## config.mk

```make
export PLATFORM = sky130hd
export DESIGN_NAME = alu_cmp_stage
export DESIGN_NICKNAME = d
export VERILOG_FILES = /design/src/rtl/alu_pkg.sv /design/src/rtl/alu_cmp_stage.sv
export SDC_FILE = /design/constraint.sdc
export NUM_CORES = 1
export LEC_CHECK = 0
export ABC_AREA = 0
export CORE_AREA = 10 10 61 73
export DETAILED_ROUTE_END_ITERATION = 12
export DIE_AREA = 0 0 71 83
export GPL_TIMING_DRIVEN = 0
export PLACE_DENSITY_LB_ADDON = 0.05
export SKIP_LAST_GASP = 1
export SLEW_MARGIN = 40
export SYNTH_ARGS = -nofsm -noshare
export SYNTH_HDL_FRONTEND = slang
export SYNTH_SLANG_ARGS = --single-unit
```

## constraint.sdc

```tcl
create_clock -name clk -period 1.77 [get_ports clk]
set_input_delay 0.354 -clock clk [delete_from_list [all_inputs] [get_ports clk]]
set_output_delay 0.354 -clock clk [all_outputs]
set_load 0.05 [all_outputs]
```

## src/rtl/alu_pkg.sv

```systemverilog
// Shared constants and FSM state type for the ALU result checker.
// Flag vectors are {carry, zero, valid, slt}; fail_fields is {data, carry, zero, valid, slt}.
package alu_pkg;
    localparam int WIDTH_DEF  = 8;
    localparam int OPCODE_DEF = 3;

    localparam int FLAG_CARRY = 3;
    localparam int FLAG_ZERO  = 2;
    localparam int FLAG_VALID = 1;
    localparam int FLAG_SLT   = 0;

    localparam int FF_DATA  = 4;
    localparam int FF_CARRY = 3;
    localparam int FF_ZERO  = 2;
    localparam int FF_VALID = 1;
    localparam int FF_SLT   = 0;

    typedef enum logic [1:0] {
        ST_IDLE  = 2'd0,
        ST_RUN   = 2'd1,
        ST_DRAIN = 2'd2,
        ST_DONE  = 2'd3
    } state_t;
endpackage

```

## src/rtl/alu_cmp_stage.sv

```systemverilog
// Registered compare of one DUT/golden result pair; the verdict and the vector's
// index/opcode appear one cycle after the accept edge.
module alu_cmp_stage
    import alu_pkg::*;
#(
    parameter int WIDTH  = WIDTH_DEF,
    parameter int OPCODE = OPCODE_DEF
) (
    input  logic              clk,
    input  logic              rst_n,
    input  logic              accept,
    input  logic [15:0]       in_idx,
    input  logic [OPCODE-1:0] in_op,
    input  logic [WIDTH-1:0]  dut_data,
    input  logic [WIDTH-1:0]  gold_data,
    input  logic [3:0]        dut_flags,
    input  logic [3:0]        gold_flags,
    output logic              cmp_valid,
    output logic              cmp_mismatch,
    output logic [4:0]        cmp_fields,
    output logic [15:0]       cmp_idx,
    output logic [OPCODE-1:0] cmp_op
);
    logic              valid_q, valid_d;
    logic              mismatch_q, mismatch_d;
    logic [4:0]        fields_q, fields_d;
    logic [15:0]       idx_q, idx_d;
    logic [OPCODE-1:0] op_q, op_d;

    always_comb begin
        valid_d  = accept;
        fields_d = '0;
        fields_d[FF_DATA]  = (dut_data != gold_data);
        fields_d[FF_CARRY] = (dut_flags[FLAG_CARRY] != gold_flags[FLAG_CARRY]);
        fields_d[FF_ZERO]  = (dut_flags[FLAG_ZERO]  != gold_flags[FLAG_ZERO]);
        fields_d[FF_VALID] = (dut_flags[FLAG_VALID] != gold_flags[FLAG_VALID]);
        fields_d[FF_SLT]   = (dut_flags[FLAG_SLT]   != gold_flags[FLAG_SLT]);
        mismatch_d = |fields_d;
        idx_d = accept ? in_idx : idx_q;
        op_d  = accept ? in_op  : op_q;
    end

    always_ff @(posedge clk) begin
        if (!rst_n) begin
            valid_q    <= 1'b0;
            mismatch_q <= 1'b0;
            fields_q   <= '0;
            idx_q      <= '0;
            op_q       <= '0;
        end else begin
            valid_q    <= valid_d;
            mismatch_q <= mismatch_d;
            fields_q   <= fields_d;
            idx_q      <= idx_d;
            op_q       <= op_d;
        end
    end

    assign cmp_valid    = valid_q;
    assign cmp_mismatch = mismatch_q;
    assign cmp_fields   = fields_q;
    assign cmp_idx      = idx_q;
    assign cmp_op       = op_q;
endmodule

```

# Yosys cells after proc, flatten, opt, wreduce, memory -nomap -nowiden
# Cells that the tools add are included.
# word_totals
reg_bits	26
in_bits	46
out_inout_bits	26
wordCells	11
# op_classes
eq_ne	5
reduce_logical	1
# op_table
cell	n
8-bit inequality test	1
5-bit OR reduction	1
1-bit inequality test	4

# Longest topological paths before layout
# depth
depth_word	2
mapped_depth	4
depth_no_buf	4

# Worst setup path after synthesis
# OpenSTA, ideal clock, no wires.
# synth_path
path_kind	input -> register
startpoint	input port gold_data[6]
endpoint	register mismatch_q, in the netlist cmp_mismatch
arrival_ps	1283
t_required_ps	1636
slack_ps	353
path_stages	4
path_buffers	0
cell_sequence	xor2_1 nor4_1 a21boi_1 or4b_1
# synth_between
elab_chain_cells	2
# synth_rtl
element	line	source
start, declared	alu_cmp_stage.sv:15	input logic [WIDTH-1:0] gold_data,
8-bit inequality test	alu_cmp_stage.sv:33	fields_d[FF_DATA] = (dut_data != gold_data);
5-bit OR reduction	alu_cmp_stage.sv:38	mismatch_d = |fields_d;
end signal, assigned	alu_cmp_stage.sv:52	mismatch_q <= mismatch_d;
end, declared	alu_cmp_stage.sv:25	logic mismatch_q, mismatch_d;
# Every way passes these cells.
# A chain may end at the register's enable or synchronous reset.

# Final worst setup path
# layout_path
startpoint	input port gold_data[1]
endpoint	register mismatch_q, in the netlist cmp_mismatch
# The elaborated chain is that of the path after synthesis.

==> out/summary.txt <==
wire per inst -> 14.31 um
pin count of the biggest net entering global routing -> 16
Synth async-reset ratio -> 0%
initial DRC count -> 5
P_int -> 0.001021 W
initial antenna violation count -> 0
drt pass-1 iters -> 2
Row Count -> 22
routed via count -> 877
Ys Warns -> 0
sequential-to-total area share from yosys stat -> 51.11%
Combinational Power Share -> 26.7%
port bufs -> 70
setup ws final -> 0.1584 ns
synthesized area -> 1018 sq um
crit path kind -> in2reg
Diodes inserted -> 0
global-route wire length before repair -> 4.698 mm
layout cells sized above 1 -> 3.659%
Layout Cell Area excl Fill -> 1784 sq um
clock slew at reported path FFs -> 0.15 ns
Post-synth EDFFs -> 0
total nets after synthesis -> 136
outcome -> completed
Hold Crit Class -> in2reg
most frequent cell after synthesis -> dfxtp_1
Antenna Nets Post-Route -> 0
CP endpoint kind -> flip-flop
Ports -> 72
clock skew -> 0 ns
Util after Layout -> 58.93%
max cap viols -> 0
Worst Tran Pin Value -> 0.5311 ns
Critical Path Max Stage Delay -> 0.46 ns
synthesized flop and latch total -> 26
Global Route Usage Sum -> 9.696%
sequential power share -> 45.0%
critical path cell sequence -> clkdlybuf4s50_1, xor2_1, nor4_1, a21boi_1, or4b_1
total grt overflow -> 0
Skew-Pair Late Insertion Delay -> 0.32 ns
Die Span Y -> 83 um
PwrDens -> 792.1 nW/um^2
Core Box Area -> 3028 sq um
vias in the first global route -> 957
clk sinks -> 26
Chip Width -> 71 um
Mapped Cells -> 90
top_reg_cell synth -> dfxtp_1
RSZ-0062 raised after global routing -> false
gp weighted congestion -> 0.7033
endpoints failing setup -> 0
slowest CP cell -> or4b_1
Die Area -> 5893 sq um
setup tns final -> 0 ns
CTS H-tree lvls -> 1
synth unique cells -> 11
placed instance area -> 1764 sq um
Root Buffer -> clkbuf_4
VDD IR max -> 0.0005061 V
Initial Util -> 33.64%
Leak Pwr -> 0.8240 nW
dpl ws -> -0.2018 ns
Post-CTS Hold Buffers -> 0
Final Cycle Share -> 91.05%
area leader, netlist -> dfxtp_1
CTS tree -> built
Data required, critical path -> 1.97 ns
dpl hpwl -> 2.481 mm
Final min period -> 1.612 ns
Synth top area share -> 51.11%
Startpoint Class -> input pin
total CTS buffers -> 3
Switch Pwr -> 0.0003922 W
vias per cell -> 4.385
drt drc -> 0
Synth area leaders -> dfxtp_1 (51%), mux2i_1 (19%), nor2b_1 (12%), xor2_1 (10%), and2_1 (3.1%)
fmax -> 620.5 MHz
top cells by count, synth -> dfxtp_1 (26), mux2i_1 (19), nor2b_1 (19)
max-slew violations -> 0
relative slew slack -> 64.73%
Worst Path Arrival -> 1.81 ns
Avg Cell Area, Syn -> 11.32 sq um
Sw Ratio -> 27.75%
clock share of power -> 28.4%
CTS max path bufs -> 2
final WL -> 2.862 mm
Area Overhead vs Synth -> 75.18%
nets@finish -> 211
crit path max fanout -> 2
Final Hold Fails -> 0
Fillers -> 306
[sequential cells by signal (all words and copies together) (netlist names)]
name,cells
cmp_idx,16
cmp_fields,5
cmp_op,3
cmp_mismatch,1
cmp_valid,1
[cells in the final DEF (no fill, tap or decap)]
master           count
clkdlybuf4s50_1     44
mux2i_1             19
nor4_1               2
buf_2                2
clkbuf_4             3
or4b_1               1
dlygate4sd2_1       26
a21boi_1             1
nor2b_1             19
xor2_1              12
dfxtp_1             26
clkbuf_1             2
bufinv_16            1
o21ai_0              1
and2_1               5
[worst max-delay path: cells and delay by family]
kind / cells / cell delay, ns
XOR/XNOR: 1 / 0.17
AO/OA/AOI/OAI: 1 / 0.12
buffers and inverters: 1 / 0.43
AND/OR/NAND/NOR: 2 / 0.73
[stage by stage]
step / std cells / hold slack [ns] / total power, W
detailed placement: 196 / 0.5046 / 0.001059
CTS: 200 / 0.4094 / 0.001435
floorplan: 90 / 0.4822 / 0.0008629
global route: 200 / 0.4086 / 0.001482
finish: 200 / 0.4121 / 0.001413
global placement: 196 / 0.4958 / 0.001052
[path summary, 6_finish.rpt]
kind / from / endpoint / slack (ns) / depth (start not counted)
hold reg to reg: cmp_op[2] / cmp_op[2] / 0.53 / 2
hold / removal: accept / cmp_valid / 0.41 / 2
setup / recovery: gold_data[1] / cmp_mismatch / 0.16 / 5
setup reg to reg: cmp_idx[5] / cmp_idx[5] / 1.15 / 2
[cell families (layout without fill, tap and decap cells)]
family | Yosys count | in the layout | share of synthesized area [%]
xor+xnor | 12 | 12 | 10.32
flops | 26 | 26 | 51.11
buf+inv | 4 | 78 | 1.720
compound gates | 2 | 2 | 1.228
mux | 19 | 19 | 18.67
simple gates | 27 | 27 | 16.95
[what timing repair did]
| item | CTS | global route |
|---|---|---|
| endpoints found under the hold margin | 0 | 0 |
| resized for setup | 26 | 0 |
| setup endpoints to repair | 26 | 0 |
| setup buffers | 0 | 0 |
[final cells by class]
type	instances	area [sq um]	area share [%]
clock inverters	1	30.03	1.683
repair buffers	70	668.1	37.45
flip-flops and latches	26	520.5	29.17
clock buffers	3	22.52	1.262
multi-input cells	60	480.5	26.93
plain buffers	4	17.52	0.9818
well taps	36	45.04	2.525
[power by group through the flow]
stage	registers, W	logic, W	clock network (W)
2_1_floorplan	0.000781	0.0000823	0
3_3_place_gp	0.000649	0.000403	0
3_5_place_dp	0.000651	0.000408	0
4_1_cts	0.000636	0.000384	0.000415
5_1_grt	0.000641	0.000404	0.000437
6_report	0.000636	0.000377	0.000401
[routing by layer]
layer	GRT usage, %	part of all wire (%)
met5	0	0
met4	3.163	1.0
met3	4.167	8.7
met2	16.98	54
met1	9.972	36
(Power assumes the default switching activity.)
